<file path="config.mk">
export PLATFORM = sky130hd
export DESIGN_NAME = wave_meter
export DESIGN_NICKNAME = d
export VERILOG_FILES = /design/src/rtl/wave_pkg.sv /design/src/rtl/crossing_detector.sv /design/src/rtl/wave_meter.sv
export SDC_FILE = /design/constraint.sdc
export NUM_CORES = 1
export LEC_CHECK = 0
export ABC_CLOCK_PERIOD_IN_PS = 5400
export CAP_MARGIN = 25
export CORE_ASPECT_RATIO = 1.1
export CORE_MARGIN = 3
export CORE_UTILIZATION = 56
export DETAILED_ROUTE_END_ITERATION = 10
export GPL_ROUTABILITY_DRIVEN = 1
export PLACE_DENSITY = 0.8
export SETUP_SLACK_MARGIN = 0.1
export SKIP_LAST_GASP = 1
export SLEW_MARGIN = 20
export SYNTH_ARGS = -nofsm -noshare
export SYNTH_HDL_FRONTEND = slang
export SYNTH_SLANG_ARGS = --single-unit
</file>
<file path="constraint.sdc">
create_clock -name clk -period 5.4 [get_ports clk]
set_clock_uncertainty 0.1 [all_clocks]
set_input_delay 1.62 -clock clk [delete_from_list [all_inputs] [get_ports clk]]
set_output_delay 1.62 -clock clk [all_outputs]
set_load 0.01 [all_outputs]
</file>
<file path="src/rtl/wave_pkg.sv">
// Shared types and default constants for the wave_meter measurement block.
package wave_pkg;

    // Crossing-detector state: SYNC waits for the first low level after reset/clear.
    typedef enum logic [1:0] {
        SYNC = 2'd0,
        LOW  = 2'd1,
        HIGH = 2'd2
    } wm_state_t;

    localparam int WAVE_W    = 8;
    localparam int WAVE_MID  = 127;
    localparam int WAVE_HYST = 4;

endpackage : wave_pkg

</file>
<file path="src/rtl/crossing_detector.sv">
// Hysteresis comparator plus SYNC/LOW/HIGH FSM; emits a one-cycle rise pulse
// in the same cycle as the accepted sample that crosses the upper threshold.
import wave_pkg::*;

module crossing_detector #(
    parameter int WIDTH = WAVE_W,
    parameter int MID   = WAVE_MID,
    parameter int HYST  = WAVE_HYST
) (
    input  logic             clk,
    input  logic             rst,
    input  logic             clr,
    input  logic             sample_en,
    input  logic [WIDTH-1:0] wave,
    output logic             rise
);

    localparam logic [WIDTH-1:0] RISE_LVL = WIDTH'(MID + HYST);
    localparam logic [WIDTH-1:0] FALL_LVL = WIDTH'(MID - HYST);

    wm_state_t state_q;
    wm_state_t state_d;

    logic above;
    logic below;

    assign above = (wave >= RISE_LVL);
    assign below = (wave <= FALL_LVL);

    // State register.
    always_ff @(posedge clk or negedge rst) begin
        // NOTE: sequential state uses non-blocking assignments so every register samples pre-edge values.
        if (!rst) begin
            state_q <= SYNC;
        end else begin
            state_q <= state_d;
        end
    end

    // Next-state and rise pulse; clear beats any crossing in the same cycle.
    always_comb begin
        // NOTE: defaults first so every path assigns every output and no latch is inferred.
        state_d = state_q;
        rise    = 1'b0;
        if (clr) begin
            state_d = SYNC;
        end else if (sample_en) begin
            case (state_q)
                SYNC: if (below) state_d = LOW;
                LOW: begin
                    if (above) begin
                        state_d = HIGH;
                        rise    = 1'b1;
                    end
                end
                HIGH: if (below) state_d = LOW;
                default: state_d = SYNC;
            endcase
        end
    end

endmodule : crossing_detector

</file>
<file path="src/rtl/wave_meter.sv">
// Period / peak / amplitude meter for an 8-bit sample stream. Measures between
// consecutive rising crossings and publishes each result with a one-cycle strobe.
import wave_pkg::*;

module wave_meter #(
    parameter int WIDTH = WAVE_W,
    parameter int MID   = WAVE_MID,
    parameter int HYST  = WAVE_HYST,
    parameter int CNT_W = 16
) (
    input  logic             clk,
    input  logic             rst,
    input  logic             clr,
    input  logic             sample_en,
    input  logic [WIDTH-1:0] wave,
    output logic             meas_valid,
    output logic [CNT_W-1:0] period,
    output logic [WIDTH-1:0] peak_max,
    output logic [WIDTH-1:0] peak_min,
    output logic [WIDTH-1:0] amplitude,
    output logic             overflow
);

    localparam logic [CNT_W-1:0] CNT_MAX = '1;

    logic             rise;
    logic             accept;
    logic             armed;
    logic             ovf_r;
    logic [CNT_W-1:0] cnt;
    logic [CNT_W-1:0] cnt_inc;
    logic [WIDTH-1:0] rmax;
    logic [WIDTH-1:0] rmin;
    logic [WIDTH-1:0] next_max;
    logic [WIDTH-1:0] next_min;

    crossing_detector #(
        .WIDTH (WIDTH),
        .MID   (MID),
        .HYST  (HYST)
    ) u_det (
        .clk       (clk),
        .rst       (rst),
        .clr       (clr),
        .sample_en (sample_en),
        .wave      (wave),
        .rise      (rise)
    );

    assign accept = sample_en & ~clr;

    // Saturating count; doubles as the reported period (cnt+1) on a crossing.
    assign cnt_inc  = (cnt == CNT_MAX) ? cnt : cnt + 1'b1;
    // Running extremes including the current sample.
    assign next_max = (wave > rmax) ? wave : rmax;
    assign next_min = (wave < rmin) ? wave : rmin;

    // Running counter, extremes, sticky overflow and armed flag.
    always_ff @(posedge clk or negedge rst) begin
        if (!rst) begin
            cnt   <= '0;
            rmax  <= '0;
            rmin  <= '0;
            ovf_r <= 1'b0;
            armed <= 1'b0;
        end else if (clr) begin
            cnt   <= '0;
            rmax  <= '0;
            rmin  <= '0;
            ovf_r <= 1'b0;
            armed <= 1'b0;
        end else if (accept) begin
            if (rise) begin
                cnt   <= '0;
                rmax  <= wave;
                rmin  <= wave;
                ovf_r <= 1'b0;
                armed <= 1'b1;
            end else begin
                cnt   <= cnt_inc;
                // Reaching all-ones means the true period no longer fits the report.
                ovf_r <= ovf_r | (cnt_inc == CNT_MAX);
                rmax  <= next_max;
                rmin  <= next_min;
            end
        end
    end

    // Result registers: latched on an armed rising crossing, held otherwise.
    always_ff @(posedge clk or negedge rst) begin
        if (!rst) begin
            meas_valid <= 1'b0;
            period     <= '0;
            peak_max   <= '0;
            peak_min   <= '0;
            amplitude  <= '0;
            overflow   <= 1'b0;
        end else if (clr) begin
            meas_valid <= 1'b0;
            period     <= '0;
            peak_max   <= '0;
            peak_min   <= '0;
            amplitude  <= '0;
            overflow   <= 1'b0;
        end else begin
            meas_valid <= 1'b0;
            if (rise && armed) begin
                meas_valid <= 1'b1;
                period     <= cnt_inc;
                peak_max   <= next_max;
                peak_min   <= next_min;
                // next_max >= next_min always, so this never wraps.
                amplitude  <= next_max - next_min;
                overflow   <= ovf_r;
            end
        end
    end

endmodule : wave_meter

</file>
==> impl_metrics.yaml <==
grt:
  use_met1_pct: 33.8
  grt_use_total_pct: 24.8
  grt_antenna_before_repair: 0
  grt_use_met2_pct: 41.0
  grt_max_degree: 79
  grt_use_met3_pct: 2.92
  grt_pass1_vias: 3744
  grt_pass1_wl_um: 18200
  grt-busiest-layer: "met2"
  grt_overflow: 0
setup_path:
  r2r_slack_ns: 1.73
  worstPathCellList: "clkdlybuf4s50_1 > buf_4 > ha_1 > o21a_1 > nor2_1 > o31ai_1 > buf_4 > mux2i_1 > ha_1 > a21o_1 > a21oi_1 > o21ai_0 > o41a_1 > or4b_1 > o211ai_1"
  critPathBufInv: 3
  crit_path_end_kind: "flop"
  cp-endpoint: "amplitude[7]$_DFFE_PN0P_"
  crit_cells: 15
  ff2ff_path_depth: 15
  slowest_stage: "clkdlybuf4s50_1"
  critPathArrivalTime_ns: 5.20
  worstPathRequired_ns: 5.57
  cpLargestDelayFamily: "compound AO/OA/AOI/OAI gates"
  critPathKind: "primary input to flop"
  startpoint: "wave[3]"
  r2r-end: "amplitude[7]$_DFFE_PN0P_"
  critPathMaxFanout: 10
  reg2reg_from: "rmax[1]$_DFFE_PN0P_"
  cp-start-kind: "primary input"
  critPathMaxStageDelay_ns: 0.47
synthesis:
  yosysTopAreaCell: "dfrtp_1"
  seq_area_frac_synth_pct: 43.2
  ys_ff_latch: 78
  syn_area_per_cell_um2: 9.56
  synth-edff-count: 0
  ys_types: 57
  ys.flop_type: "dfrtp_1"
  postSynthCellCount: 472
  syn_nets: 509
  synth_area_mm2: 0.00451
  synth_warnings: 0
  synth_top_area_share_pct: 43.2
  async_reset_ff_share_pct: 100
  ys_top_cells_by_area: "dfrtp_1 43%, nand3b_1 6.8%, ha_1 6.7%, mux2i_1 6.0%, o21ai_0 5.8%"
sta:
  worstMarginPinSlew_ns: 0.664
  fmax_ghz: 0.199
  slew_violations: 0
  max_slew_margin_pct: 55.7
  rsz0062_at_grt: "false"
  fin_crit_ns: 5.03
  setup-tns-final_ns: 0
  hold_ws_ns: 0.391
  setup_viol: 0
  hold_viol_final: 0
  finalCritPeriodShare_pct: 93.1
cts:
  cts_root_buf: "clkbuf_8"
  clock-sinks: 78
  cts.clk_slew.worst_paths_ns: 0.07
  hold_buffers: 0
  clockBufferDepth: 2
  insertion_delay_ns: 0.35
  cts_tree: "yes"
  cts-htree-levels: 3
  numCtsBuffers: 9
place:
  dp.cells: 622
  placed_cell_area_mm2: 0.00518
  portBuffers: 53
  post-dp-hpwl_um: 7670
  place.gp.congestion: 0.897
routing:
  drc: 0
  vias: 3756
  ant_nets: 0
  first_pass_iters: 4
  wirelength_um: 10700
  first_iter_violations: 242
  viasPerCell: 5.89
  wl_per_cell_um: 16.7
power:
  p_leak_nw: 2.46
  ir_worst_vdd_mv: 0.154
  power_density_mw_per_mm2: 246
  power_mw: 1.33
run:
  drv_cap: 0
die:
  io_pins: 54
  die_h_um: 100
  placementRows: 33
  die_area_mm2: 0.00918
  initial_core_util_pct: 59.1
  core_area_mm2: 0.00764
  fp.dieW_um: 91.6
run_status:
  status: "finished, final reports clean"
cells_and_area:
  drive_gt1_share_pct: 9.76
  area_delta_synth_final_pct: 19.7
  n_antenna_cell: 0
  fin_cells: 638
  nets: 566
  post-route-cell-area_mm2: 0.00540
worst_hold_path:
  min_path_type: "flop to flop"
-- cells in the final DEF (no fill, tap or decap), drive strengths merged, types with 7 or more instances in the layout --
cell | netlist | routed
a21oi | 17 | 17
nand3b | 41 | 41
inv | 24 | 24
dfrtp | 78 | 78
buf | 7 | 22
nor2 | 34 | 34
nand4 | 9 | 9
o21ai | 53 | 53
nand2 | 46 | 46
clkbuf | 20 | 11
clkdlybuf4s50 | 0 | 51
ha | 24 | 24
xor2 | 7 | 7
a21o | 7 | 7
mux2i | 27 | 27
-- power breakdown --
| group | switching, mW | total (mW) | internal [mW] |
|---|---|---|---|
| combinational | 0.159 | 0.287 | 0.128 |
| sequential | 0.0130 | 0.609 | 0.596 |
| clock | 0.209 | 0.432 | 0.222 |
| total | 0.381 | 1.33 | 0.946 |
-- synth_stat cells, types with 4 or more instances --
cell      number
dfrtp_1       78
o21ai_0       52
nand2_1       45
nand3b_1      41
nor2_1        34
mux2i_1       27
ha_1          24
inv_1         24
clkbuf_1      20
a21oi_1       17
nand4_1        9
a21o_1         7
xor2_1         7
mux2_2         6
o31ai_1        5
nand3_1        4
nor3b_1        4
o211ai_1       4
xnor2_1        4
-- worst reg2reg max path, stage by stage (launching register included) --
cell,delay [ns]
dfrtp_1,0.38
inv_1,0.05
ha_1,0.28
nor2b_1,0.14
o211ai_1,0.20
a21boi_0,0.16
o21bai_2,0.19
mux2i_1,0.28
inv_1,0.08
ha_1,0.28
a21o_1,0.18
a21oi_1,0.20
o21ai_0,0.15
o41a_1,0.34
or4b_1,0.47
o211ai_1,0.10
-- per-stage QoR --
step	worst slack [ns]	util (%)
detailed placement	-0.0115	67.9
finish	0.370	70.7
CTS	0.363	70.3
global route	0.141	70.7
floorplan	0.385	-
global placement	0.128	67.9
-- repair_timing --
item	in CTS	in global routing
endpoints found under the hold margin	0	0
endpoints found under the setup margin	0	1
buffers inserted	0	0
resized for setup	0	1
-- per-layer routing --
layer	up-vias	part of all wire [%]	wire length (um)
met5	-	0	0
met1	1833	46	4920
met2	119	48	5090
met3	19	4.6	496
met4	0	1.6	173
li1	1785	-	-
-- flip-flops by register name, summed over array words and instances (netlist names), 2 cells and up --
name	flops
rmax	8
peak_max	8
amplitude	8
period	16
cnt	16
rmin	8
u_det.state_q	2
peak_min	8
-- cell type report --
type / count / area (um2)
tap: 105 / 131
clock inverter: 4 / 47.5
clock buffer: 11 / 141
fill: 591 / 2230
multi-input combinational: 343 / 2350
sequential: 78 / 1950
inverter: 24 / 90.1
timing repair buffer: 73 / 693
-- kinds of logic (layout without fill, tap and decap cells) --
family	after synthesis	after routing	share of synthesized area, %
compound gates	109	109	14.9
xor+xnor	11	11	2.13
fa+ha+maj	25	25	7.10
buf+inv	51	112	4.82
flops	78	78	43.2
mux	33	33	7.48
simple gates	165	165	20.3
-- worst min-delay path by stage --
stage / startpoint / endpoint / slack, ns / depth (start not counted)
after floorplan: ovf_r$_DFFE_PN0P_ / overflow$_DFFE_PN0P_ / 0.34 / 2
after global placement: ovf_r$_DFFE_PN0P_ / overflow$_DFFE_PN0P_ / 0.37 / 2
after detailed placement: ovf_r$_DFFE_PN0P_ / overflow$_DFFE_PN0P_ / 0.37 / 2
after CTS: ovf_r$_DFFE_PN0P_ / overflow$_DFFE_PN0P_ / 0.39 / 2
after global routing: ovf_r$_DFFE_PN0P_ / overflow$_DFFE_PN0P_ / 0.42 / 2
final: ovf_r$_DFFE_PN0P_ / overflow$_DFFE_PN0P_ / 0.39 / 2
Note: power is estimated with default switching activity, not from simulation.
